### config.mk
export PLATFORM = sky130hd
export DESIGN_NAME = lu_cache_arbiter
export DESIGN_NICKNAME = d
export VERILOG_FILES = /design/src/rtl/lu_cache_arbiter.sv
export SDC_FILE = /design/constraint.sdc
export NUM_CORES = 1
export LEC_CHECK = 0
export ABC_AREA = 1
export CAP_MARGIN = 10
export CORE_ASPECT_RATIO = 0.5
export CORE_MARGIN = 4
export CORE_UTILIZATION = 35
export CTS_CLUSTER_SIZE = 12
export DETAILED_ROUTE_END_ITERATION = 7
export GPL_TIMING_DRIVEN = 0
export HOLD_SLACK_MARGIN = 0.15
export PLACE_DENSITY = 0.77
export SKIP_CTS_REPAIR_TIMING = 1
export SYNTH_ARGS = -nofsm -noshare
export SYNTH_HDL_FRONTEND = slang
export SYNTH_SLANG_ARGS = --single-unit
### constraint.sdc
create_clock -name clk -period 2.65 [get_ports clk]
set_input_delay 0.265 -clock clk [delete_from_list [all_inputs] [get_ports clk]]
set_output_delay 0.265 -clock clk [all_outputs]
set_load 0.1 [all_outputs]
### src/rtl/lu_cache_arbiter.sv
// Round-robin arbiter sharing the LU cache write port between REQ_COUNT requesters.
// Each grant issues one write strobe, then waits a settle period before acking the requester.
module lu_cache_arbiter #(
  parameter int unsigned REQ_COUNT     = 4,
  parameter int unsigned CELL_SIZE     = 8,
  parameter int unsigned CELL_COUNT    = 8,
  parameter int unsigned SETTLE_CYCLES = 2
) (
  input  logic                             clk,
  input  logic                             reset,
  input  logic [REQ_COUNT-1:0]             req,
  input  logic [REQ_COUNT*CELL_SIZE-1:0]   req_data,
  output logic [REQ_COUNT-1:0]             ack,
  output logic                             ack_hit,
  input  logic [CELL_COUNT*CELL_SIZE-1:0]  cache_data_out,
  output logic [CELL_SIZE-1:0]             cache_data_in,
  output logic                             cache_new_data,
  output logic                             busy
);

  localparam int unsigned IdxW = (REQ_COUNT > 1) ? $clog2(REQ_COUNT) : 1;
  localparam int unsigned CntW = (SETTLE_CYCLES > 1) ? $clog2(SETTLE_CYCLES) : 1;
  localparam logic [CntW-1:0] CntLast = CntW'(SETTLE_CYCLES - 1);

  typedef enum logic [1:0] {StIdle, StIssue, StSettle} state_e;

  state_e                 state_q;
  logic [CntW-1:0]        cnt_q;
  logic [IdxW-1:0]        last_q;
  logic [IdxW-1:0]        grant_q;
  logic                   hit_q;
  logic [REQ_COUNT-1:0]   ack_q;
  logic                   ack_hit_q;
  logic [CELL_SIZE-1:0]   data_q;
  logic                   new_q;
  logic                   busy_q;

  logic                   hi_v, lo_v;
  logic [IdxW-1:0]        hi_idx, lo_idx;
  logic                   pick_valid;
  logic [IdxW-1:0]        pick_idx;
  logic [CELL_SIZE-1:0]   pick_word;
  logic                   pick_hit;

  // Requesters above the last grant win first; otherwise wrap to the lowest index.
  always_comb begin
    hi_v   = 1'b0;
    lo_v   = 1'b0;
    hi_idx = '0;
    lo_idx = '0;
    for (int i = 0; i < int'(REQ_COUNT); i++) begin
      if (req[i]) begin
        if (i > int'(last_q)) begin
          if (!hi_v) begin
            hi_v   = 1'b1;
            hi_idx = IdxW'(i);
          end
        end else if (!lo_v) begin
          lo_v   = 1'b1;
          lo_idx = IdxW'(i);
        end
      end
    end
    pick_valid = hi_v | lo_v;
    pick_idx   = hi_v ? hi_idx : lo_idx;
  end

  // No per-cell valid bits: a cleared cell matches a zero word.
  always_comb begin
    pick_word = '0;
    for (int i = 0; i < int'(REQ_COUNT); i++) begin
      if (pick_idx == IdxW'(i)) begin
        pick_word = req_data[i*CELL_SIZE +: CELL_SIZE];
      end
    end
    pick_hit = 1'b0;
    for (int k = 0; k < int'(CELL_COUNT); k++) begin
      if (cache_data_out[k*CELL_SIZE +: CELL_SIZE] == pick_word) begin
        pick_hit = 1'b1;
      end
    end
  end

  always_ff @(posedge clk or negedge reset) begin
    if (!reset) begin
      state_q   <= StIdle;
      cnt_q     <= '0;
      last_q    <= IdxW'(REQ_COUNT - 1);
      grant_q   <= '0;
      hit_q     <= 1'b0;
      ack_q     <= '0;
      ack_hit_q <= 1'b0;
      data_q    <= '0;
      new_q     <= 1'b0;
      busy_q    <= 1'b0;
    end else begin
      new_q     <= 1'b0;
      ack_q     <= '0;
      ack_hit_q <= 1'b0;
      unique case (state_q)
        StIdle: begin
          if (pick_valid) begin
            grant_q <= pick_idx;
            last_q  <= pick_idx;
            data_q  <= pick_word;
            hit_q   <= pick_hit;
            new_q   <= 1'b1;
            busy_q  <= 1'b1;
            state_q <= StIssue;
          end
        end
        StIssue: begin
          state_q <= StSettle;
          cnt_q   <= '0;
          if (SETTLE_CYCLES == 1) begin
            ack_q     <= REQ_COUNT'(1) << grant_q;
            ack_hit_q <= hit_q;
          end
        end
        StSettle: begin
          if (cnt_q == CntLast) begin
            state_q <= StIdle;
            busy_q  <= 1'b0;
          end else begin
            cnt_q <= cnt_q + CntW'(1);
            // Ack is registered, so raise it on entry to the final settle cycle.
            if (cnt_q + CntW'(1) == CntLast) begin
              ack_q     <= REQ_COUNT'(1) << grant_q;
              ack_hit_q <= hit_q;
            end
          end
        end
        default: begin
          state_q <= StIdle;
          busy_q  <= 1'b0;
        end
      endcase
    end
  end

  assign ack            = ack_q;
  assign ack_hit        = ack_hit_q;
  assign cache_data_in  = data_q;
  assign cache_new_data = new_q;
  assign busy           = busy_q;

endmodule

==> metrics.md <==
| Metric | Value |
|---|---|
| Status | `finished with violations` |
| Violated checks | `negative setup slack` |
| Max Cap Violations | `0` |
| GRT Total Usage | `18.1%` |
| R2R cell count | `21` |
| PD cells | `1090 nW/um2` |
| M1 WL | `3.94 mm` |
| Final-report setup violation count | `1` |
| Hold slack | `0.463 ns` |
| Antenna viol nets, final | `0` |
| Area Overhead vs Synth | `68.3%` |
| Fin. Hold Viols | `0` |
| Area of the multi-input gates | `2020 um2` |
| CTS Buf Count | `3` |
| Setup TNS | `-0.0283 ns` |
| Post-Syn Instances | `420` |
| Initial antenna violation count | `0` |
| Pre-antenna DRT Iters | `4` |
| Reg2Reg Capture Point | `hit_q` |
| Vias/cell | `4.99` |
| DIE HEIGHT | `68.6 um` |
| Worst R2R Start | `last_q[1]` |
| Max layer used | `met4` |
| Kind of critical path | `register to register` |
| Metal2 WL | `4.64 mm` |
| Hold WC Path Type | `register to register` |
| First-pass GRT wire length | `12.9 mm` |
| Pleak | `2.07 nW` |
| Ys async rst share | `100%` |
| Layout cell share with drive strength beyond 1 | `15.2%` |
| Worst setup margin | `-0.0283 ns` |
| Top_reg_cell synth | `dfrtp_1` |
| Ranking of synthesized cells by area | `nand2_1 25%, dfrtp_1 20%, nand3b_1 13%` |
| Layout Utilization | `62.6%` |
| Max H-tree Level | `1` |
| Clk slew on worst S/H paths | `0.06 ns` |
| Layout Skew | `0.00168 ns` |
| Final WL | `9.18 mm` |
| Synth cell types | `28` |
| Flip-flop and latch area | `578 um2` |
| Area share of the largest cell type after synthesis | `24.8%` |
| Dpl hpwl | `6.83 mm` |
| Number of enable flip-flop cells after synthesis | `0` |
| Synth warn | `0` |
| Data arrival time of the worst path | `2.88 ns` |
| Final Non-Filler Cells | `653` |
| Placed instance area | `3840 um2` |
| Post-synthesis sequential area ratio | `22.5%` |
| Worst setup SP type | `register` |
| Area of the core | `6910 um2` |
| Post-route cell area | `4320 um2` |
| Total number of vias | `3,261` |
| Final Net Count | `667` |
| Hold Crit Start | `grant_q[0]` |
| Dpl ws | `-0.219 ns` |
| Slew HR | `29.3%` |
| Worst Hold End | `ack[2]` |
| Yosys reg bits | `23` |
| CTS tree | `yes` |
| Worst Tran Pin Value | `1.06 ns` |
| Crit end category | `register` |
| Initial DRC count | `260` |
| Worst-path fanout max | `6` |
| I/O pin total | `117` |
| Max Root-Sink Buffers | `2` |
| Total chip power | `4.70 mW` |
| Post-layout minimum cycle time | `2.68 ns` |
| DRC Markers | `0` |
| Die Width | `129 um` |
| Drt wl/cell | `14.1 um` |
| Met3 WL | `473 um` |
| Clk sinks | `23` |
| Post-Syn Nets | `525` |
| Vias in the first global route | `2,725` |
| Worst skew pair latency | `0.25 ns` |
| Routability congestion estimate | `0.887` |
| Mapped cell area | `2570 um2` |
| N_diodes | `0` |
| Standard-cell rows | `21` |
| I/O Buffers | `116` |
| Period utilisation layout | `101%` |
| Fmax | `0.373 GHz` |
| Peak supply drop | `0.000382 V` |
| Overflow after GRT | `0` |
| R2R Setup Slk | `-0.03 ns` |
| Cell taking the most area after synthesis | `nand2_1` |
| WP data required | `2.85 ns` |
| Syn_area_per_cell | `6.12 um2` |
| Cells after DPL | `628` |
| Max-slew violations | `0` |
| Hold depth | `1` |
| Fillers | `605` |
| Starting Density | `37.2%` |
| Pin count of the biggest net entering global routing | `24` |
| RSZ-0062 raised after global routing | `yes` |
| Die ar. | `8860 um2` |
| Clock root cell | `clkbuf_16` |
[sequential cells by signal (all words and copies together) (netlist names)]
register	flops
ack	4
ack_hit	1
busy	1
cache_data_in	8
cache_new_data	1
cnt_q	1
grant_q	2
hit_q	1
last_q	2
state_q	2
[where the power goes]
group	switching (mW)	internal [mW]
Sequential	0.0883	0.517
Clock	0.126	0.203
Combinational	2.45	1.31
[metal layers]
metal	vias to the layer above	track usage, %
met5	-	0
met4	0	3.53
met3	12	1.23
met2	102	32.4
met1	1504	24.6
li1	1643	-
[placed cells by master (no fill, tap or decap), types with 3 or more instances in the layout]
cell,count
nand3_4,3
ha_1,3
clkbuf_16,3
nand2_8,8
nor2_1,27
nand2_1,159
nand2_2,16
o21ai_0,18
a21oi_1,3
or2_1,3
buf_6,8
inv_2,3
clkdlybuf4s50_1,116
nor2_2,3
nand2_4,14
inv_1,34
buf_4,13
a31oi_1,7
xnor2_1,7
nand3b_1,43
nand3_1,24
nand3_2,5
dfrtp_1,21
nor3_1,4
[synth_stat cells (2+ instances only)]
master / n
o21ai_0: 18
nor3_1: 4
inv_2: 4
dfrtp_1: 21
nand3_1: 29
xnor2_1: 7
nand2_1: 170
nand3_2: 3
inv_1: 34
a31oi_1: 7
buf_6: 2
nand2_2: 15
dfstp_2: 2
nand2_4: 10
xor2_1: 2
a21oi_1: 3
or2_4: 2
clkbuf_1: 2
nand3b_1: 43
nor2_1: 30
or2_1: 3
ha_1: 3
[logic make-up after synthesis]
family / Yosys count / share of synthesized area [%]
xor+xnor: 9 / 3.07
fa+ha+maj: 3 / 1.46
buf+inv: 45 / 7.50
simple gates: 309 / 58.8
compound gates: 31 / 6.62
flops: 23 / 22.5
[critical path, cell delays in order (launching register included)]
cell	delay (ns)
dfstp_2	0.60
inv_2	0.07
a21oi_2	0.15
nand2_1	0.07
nand2_1	0.09
nand3_1	0.09
nand2_2	0.11
buf_6	0.14
buf_6	0.12
nand3_1	0.10
nand2_2	0.11
nand2_4	0.11
buf_6	0.16
nand3_1	0.06
nand2_1	0.05
nor2_1	0.15
nand2_1	0.08
nor2_1	0.09
nor2_1	0.06
nand3_2	0.08
nand2_1	0.06
inv_1	0.05
[how the worst max path moves through the flow]
stage	end	slack [ns]	from
global placement	hit_q	-0.19	req[3]
CTS	hit_q	-0.03	last_q[1]
floorplan	hit_q	0.48	last_q[1]
finish	hit_q	-0.03	last_q[1]
global route	hit_q	-0.20	last_q[1]
detailed placement	hit_q	-0.22	req[3]
[cell type report]
| class | instances | share of cell area [%] |
|---|---|---|
| Clock inverter | 1 | 0.116 |
| Multi-Input combinational cell | 354 | 46.8 |
| Sequential cell | 23 | 13.4 |
| Buffer | 5 | 0.955 |
| Inverter | 40 | 3.82 |
| Timing Repair Buffer | 135 | 30.5 |
| Clock buffer | 3 | 1.74 |
| Tap cell | 92 | 2.66 |
No activity file was read; power rests on OpenSTA's default activity.
